<file path="src/rtl/min_cost_scanner_if.sv">
// Bundles the queue read/pop port, the winner handshake and the status flags
// of the min-cost scanner.
interface min_cost_scanner_if #(
  parameter int DATA_WIDTH = 8,
  parameter int ADDR_WIDTH = 4
);
  logic                  start;
  logic [ADDR_WIDTH-1:0] q_addr;
  logic [DATA_WIDTH-1:0] q_data;
  logic                  q_write_en;
  logic [DATA_WIDTH-1:0] q_wdata;
  logic                  best_valid;
  logic                  best_ready;
  logic [ADDR_WIDTH-1:0] best_addr;
  logic [DATA_WIDTH-1:0] best_cost;
  logic                  empty;
  logic                  busy;

  modport slave (
    input  start, q_data, best_ready,
    output q_addr, q_write_en, q_wdata, best_valid, best_addr, best_cost,
           empty, busy
  );

  modport master (
    output start, q_data, best_ready,
    input  q_addr, q_write_en, q_wdata, best_valid, best_addr, best_cost,
           empty, busy
  );
endinterface

</file>
<file path="src/rtl/min_cost_scanner.sv">
// Scans every open-list queue slot for the lowest cost, offers the winner on a
// valid/ready handshake and then pops it by writing EMPTY back to its slot.
module min_cost_scanner #(
  parameter int DATA_WIDTH = 8,
  parameter int ADDR_WIDTH = 4
) (
  input  logic               clk,
  input  logic               rst_n,
  min_cost_scanner_if.slave  bus
);

  localparam logic [DATA_WIDTH-1:0] EMPTY     = '1;
  localparam logic [ADDR_WIDTH-1:0] LAST_ADDR = '1;

  typedef enum logic [2:0] {
    IDLE,
    SCAN,
    DRAIN,
    OFFER,
    POP
  } state_t;

  state_t                state_q;
  logic [ADDR_WIDTH-1:0] q_addr_q;
  logic [ADDR_WIDTH-1:0] rd_addr_q;
  logic                  rd_vld_q;
  logic [DATA_WIDTH-1:0] min_q;
  logic [ADDR_WIDTH-1:0] min_addr_q;
  logic                  best_valid_q;
  logic [ADDR_WIDTH-1:0] best_addr_q;
  logic [DATA_WIDTH-1:0] best_cost_q;
  logic                  q_we_q;
  logic                  empty_q;
  logic                  busy_q;

  logic                  take_d;
  logic [DATA_WIDTH-1:0] min_d;
  logic [ADDR_WIDTH-1:0] min_addr_d;

  // rd_addr_q/rd_vld_q trail q_addr by one edge so q_data is paired with the
  // slot that produced it; strict less-than keeps the lowest address on ties.
  always_comb begin
    take_d     = 1'b0;
    min_d      = min_q;
    min_addr_d = min_addr_q;
    if (rd_vld_q && (bus.q_data < min_q)) begin
      take_d     = 1'b1;
      min_d      = bus.q_data;
      min_addr_d = rd_addr_q;
    end
  end

  always_ff @(posedge clk or negedge rst_n) begin
    if (!rst_n) begin
      state_q      <= IDLE;
      q_addr_q     <= '0;
      rd_addr_q    <= '0;
      rd_vld_q     <= 1'b0;
      min_q        <= EMPTY;
      min_addr_q   <= '0;
      best_valid_q <= 1'b0;
      best_addr_q  <= '0;
      best_cost_q  <= '0;
      q_we_q       <= 1'b0;
      empty_q      <= 1'b0;
      busy_q       <= 1'b0;
    end else begin
      empty_q  <= 1'b0;
      rd_vld_q <= 1'b0;
      case (state_q)
        IDLE: begin
          if (bus.start) begin
            state_q    <= SCAN;
            q_addr_q   <= '0;
            min_q      <= EMPTY;
            min_addr_q <= '0;
            busy_q     <= 1'b1;
          end
        end
        SCAN: begin
          rd_addr_q  <= q_addr_q;
          rd_vld_q   <= 1'b1;
          min_q      <= min_d;
          min_addr_q <= min_addr_d;
          if (q_addr_q == LAST_ADDR) begin
            state_q <= DRAIN;
          end else begin
            q_addr_q <= q_addr_q + 1'b1;
          end
        end
        DRAIN: begin
          // Last slot's data arrives here; decide on the merged result.
          min_q      <= min_d;
          min_addr_q <= min_addr_d;
          if (min_d != EMPTY) begin
            state_q      <= OFFER;
            best_valid_q <= 1'b1;
            best_addr_q  <= min_addr_d;
            best_cost_q  <= min_d;
          end else begin
            state_q <= IDLE;
            empty_q <= 1'b1;
            busy_q  <= 1'b0;
          end
        end
        OFFER: begin
          if (bus.best_ready) begin
            state_q      <= POP;
            best_valid_q <= 1'b0;
            q_we_q       <= 1'b1;
            q_addr_q     <= best_addr_q;
          end
        end
        POP: begin
          state_q  <= IDLE;
          q_we_q   <= 1'b0;
          q_addr_q <= '0;
          busy_q   <= 1'b0;
        end
        default: begin
          state_q <= IDLE;
          busy_q  <= 1'b0;
        end
      endcase
    end
  end

  assign bus.q_addr     = q_addr_q;
  assign bus.q_write_en = q_we_q;
  assign bus.q_wdata    = EMPTY;
  assign bus.best_valid = best_valid_q;
  assign bus.best_addr  = best_addr_q;
  assign bus.best_cost  = best_cost_q;
  assign bus.empty      = empty_q;
  assign bus.busy       = busy_q;

endmodule

</file>
<file path="src/flat_wrapper.sv">
// flat-port wrapper written by rule: the top's interface ports become plain ports
module min_cost_scanner_flat 
#(
  parameter int DATA_WIDTH = 8,
  parameter int ADDR_WIDTH = 4
)
  (clk, rst_n, bus_start, bus_q_data, bus_best_ready, bus_q_addr, bus_q_write_en, bus_q_wdata, bus_best_valid, bus_best_addr, bus_best_cost, bus_empty, bus_busy);
  min_cost_scanner_if #(.DATA_WIDTH(DATA_WIDTH), .ADDR_WIDTH(ADDR_WIDTH)) bus_i ();
  input  logic clk;
  input  logic rst_n;
  input wire logic [$bits(bus_i.start)-1:0] bus_start;
  input wire logic [$bits(bus_i.q_data)-1:0] bus_q_data;
  input wire logic [$bits(bus_i.best_ready)-1:0] bus_best_ready;
  output wire logic [$bits(bus_i.q_addr)-1:0] bus_q_addr;
  output wire logic [$bits(bus_i.q_write_en)-1:0] bus_q_write_en;
  output wire logic [$bits(bus_i.q_wdata)-1:0] bus_q_wdata;
  output wire logic [$bits(bus_i.best_valid)-1:0] bus_best_valid;
  output wire logic [$bits(bus_i.best_addr)-1:0] bus_best_addr;
  output wire logic [$bits(bus_i.best_cost)-1:0] bus_best_cost;
  output wire logic [$bits(bus_i.empty)-1:0] bus_empty;
  output wire logic [$bits(bus_i.busy)-1:0] bus_busy;
  assign bus_i.start = bus_start;
  assign bus_i.q_data = bus_q_data;
  assign bus_i.best_ready = bus_best_ready;
  assign bus_q_addr = bus_i.q_addr;
  assign bus_q_write_en = bus_i.q_write_en;
  assign bus_q_wdata = bus_i.q_wdata;
  assign bus_best_valid = bus_i.best_valid;
  assign bus_best_addr = bus_i.best_addr;
  assign bus_best_cost = bus_i.best_cost;
  assign bus_empty = bus_i.empty;
  assign bus_busy = bus_i.busy;
  min_cost_scanner #(.DATA_WIDTH(DATA_WIDTH), .ADDR_WIDTH(ADDR_WIDTH)) u_core (.clk(clk), .rst_n(rst_n), .bus(bus_i));
endmodule
</file>
<file path="config.mk">
export PLATFORM = sky130hd
export DESIGN_NAME = min_cost_scanner_flat
export DESIGN_NICKNAME = d
export VERILOG_FILES = /design/src/rtl/min_cost_scanner_if.sv /design/src/rtl/min_cost_scanner.sv /design/src/flat_wrapper.sv
export SDC_FILE = /design/constraint.sdc
export NUM_CORES = 1
export LEC_CHECK = 0
export CAP_MARGIN = 5
export CORE_ASPECT_RATIO = 0.6
export CORE_MARGIN = 3
export CORE_UTILIZATION = 59
export CTS_BUF_LIST = sky130_fd_sc_hd__clkbuf_8
export CTS_CLUSTER_DIAMETER = 200
export DETAILED_ROUTE_END_ITERATION = 16
export PLACE_DENSITY = 0.88
export RECOVER_POWER = 25
export SYNTH_ARGS = -nofsm -noshare
export SYNTH_HDL_FRONTEND = slang
export SYNTH_SLANG_ARGS = --single-unit
export TNS_END_PERCENT = 100
</file>
<file path="constraint.sdc">
create_clock -name clk -period 7.2 [get_ports clk]
set_clock_uncertainty 0.05 [all_clocks]
set_input_delay 1.08 -clock clk [delete_from_list [all_inputs] [get_ports clk]]
set_output_delay 1.08 -clock clk [all_outputs]
set_load 0.01 [all_outputs]
</file>
==> out/qor.txt <==
status: finished, violations left
failing checks: capacitance limit, slew limit
Post-Syn Area per Cell: 11.3 um^2
I/O Buffers: 31
drt total wl: 4650 um
Final ANT Viol Nets: 0
ys async rst share: 1.00
Place WS: 3.44 ns
Ant. Diodes: 0
met2 GRT Util: 0.320
sequential share of the synthesized area: 0.446
hpwl dp: 3390 um
Rel. slew slack: -0.379
H-tree depth: 2
CTS tree: yes
share of cells above drive strength 1: 0.206
IO Count: 40
critical path launch point type: input port
Syn. warnings: 0
Synth Flop Type: dfrtp_1
post-synth top area share: 0.353
Cell Pwr Density: 461 mW/mm^2
wire per inst: 16.7 um
Clk pin slew, worst setup/hold paths: 0.09 ns
Crit path arrival time: 3.63 ns
DRT iter0 DRCs: 109
Die W: 86.0 um
Sink Count: 40
starting density of the core: 0.655
Synth area leader: dfrtp_1
# setup viols final: 0
sequential cell area: 0.00101 mm^2
initial antenna violation count: 0
ranking of synthesized cells by area: dfrtp_1 35%, mux2_4 11%, dfstp_2 9.3%, mux2_2 4.5%, ha_1 4.4%
kind of critical path: in -> reg
Worst Setup Slack, final: 3.70 ns
Post-synth top cells: 32 x dfrtp_1, 17 x inv_1, 16 x mux2_4
Final Max Slew Viols: 41
Post-synth EDFFs: 0
FP Rows: 16
vias in the first global route: 1586
number of buffers created by CTS: 5
filler instances: 232
unrepaired setup endpoints after global routing: no
Post-Synthesis Cell Area: 0.00227 mm^2
Clock Path Buffers: 2
CP max FO: 16
RD Place Congestion: 0.920
CORE AREA: 0.00346 mm^2
met1 Usage GRT: 0.344
latest clock arrival within the worst-skew pair: 0.29 ns
Peak VDD IR: 0.000258 V
Root Driver: clkbuf_8
highest clock rate: 0.286 GHz
via/cell ratio: 5.84
Worst-Margin Slew: 2.07 ns
cell with the most instances after synthesis: dfrtp_1
GRT Util Overall: 0.226
die height: 54.0 um
fin crit share: 0.486
post-CTS setup buffers: 0
Synth Instances: 201
largest net degree at the start of global routing: 41
Req. time, crit path: 7.34 ns
DRC: 0
routed via count: 1624
Area growth syn-to-layout: 17.3%
WHS: 0.450 ns
Hold Buf Count CTS: 0
CP Capture Type: flip-flop
Tmin final: 3.50 ns
total die area: 0.00465 mm^2
multi-input combinational cell area: 0.00111 mm^2
Netlist cell types: 48
worst hold path type: reg -> reg
layer with the highest usage: met1
CTS resizes: 0
Pleak: 0.00125 uW
Setup TNS: 0 ns
Nets: 252
Max Cap Viol: 1
M3 GR Usage: 0.0550
final hold violation count: 0
Synth Register Bits: 40
global-route wire length before repair: 7860 um
Pre-antenna DRT Iters: 5
gr ovfl total: 0
## report_power, final
group	switching, uW	internal, uW	total (uW)
Combinational	299	312	611
Sequential	93.0	335	428
Clock	83.5	104	188
## flip-flops by register name (all words and copies together) (netlist names), 3 cells and up
register,flops
u_core.bus.best_addr,4
u_core.bus.best_cost,8
u_core.bus.q_addr,4
u_core.min_addr_q,4
u_core.min_q,8
u_core.rd_addr_q,4
u_core.state_q,3
## worst max-delay path: stages
cell	delay (ns)
clkdlybuf4s50_1	0.48
ha_1	0.35
a211oi_2	0.29
o21ai_4	0.13
a21oi_4	0.52
o21ai_1	0.46
a22o_1	0.31
## logic make-up after synthesis
logic type,Yosys count,synth area share
compound gates,49,0.166
simple gates,45,0.107
flops,40,0.446
buf+inv,31,0.0762
mux,26,0.155
fa+ha+maj,8,0.0442
other cells,1,0.00165
xor+xnor,1,0.00386
## path summary, 6_finish.rpt
kind	from	end	slack (ns)	depth (start not counted)
worst max-delay path	bus_q_data[3]	u_core.min_addr_q[1]	3.70	7
worst min-delay path	u_core.min_q[0]	u_core.min_q[0]	0.45	2
worst max register to register	u_core.min_q[3]	u_core.min_addr_q[1]	4.38	7
worst min register to register	u_core.min_q[0]	u_core.min_q[0]	0.45	2
max in group asynchronous	rst_n	u_core.bus.q_write_en	4.59	1
min in group asynchronous	rst_n	u_core.bus.best_cost[1]	1.32	1
## area by class of cell
class / instances / area share
Multi-Input combinational cell: 137 / 0.417
Clock inverter: 3 / 0.0174
Inverter: 17 / 0.0240
Clock buffer: 5 / 0.0259
Sequential cell: 40 / 0.380
Tap cell: 45 / 0.0212
Timing Repair Buffer: 31 / 0.114
## through the flow
stage / instance area, um^2 / total power, uW / utilization / cells
2_1_floorplan: 2290 / 854 / - / 208
3_3_place_gp: 2550 / 1010 / 0.735 / 270
3_5_place_dp: 2550 / 1030 / 0.735 / 270
4_1_cts: 2660 / 1230 / 0.768 / 278
5_1_grt: 2660 / 1320 / 0.768 / 278
6_report: 2660 / 1230 / 0.768 / 278
## cell usage in the layout, fill, tap and decap left out, types with 2 or more instances in the layout
cell type and n:
nand2b_1 2, nand3_1 4, nor3_1 2, ha_1 8, a31oi_1 3, a22o_1 4
inv_1 17, nor2_1 8, mux2_4 16, and2_1 4, mux2_2 9, dfrtp_1 32
dfstp_2 8, clkbuf_8 5, nor2b_1 3, a2bb2oi_1 8, o21ai_0 10, a21oi_1 7
conb_1 8, clkdlybuf4s50_1 30, nand2_1 12, nand4_1 6
## routing by layer
layer,up-vias,routed length [um]
li1,766,-
met1,787,2400
met2,67,1920
met3,4,319
met4,0,11
met5,-,0
No activity file was read; power rests on OpenSTA's default activity.
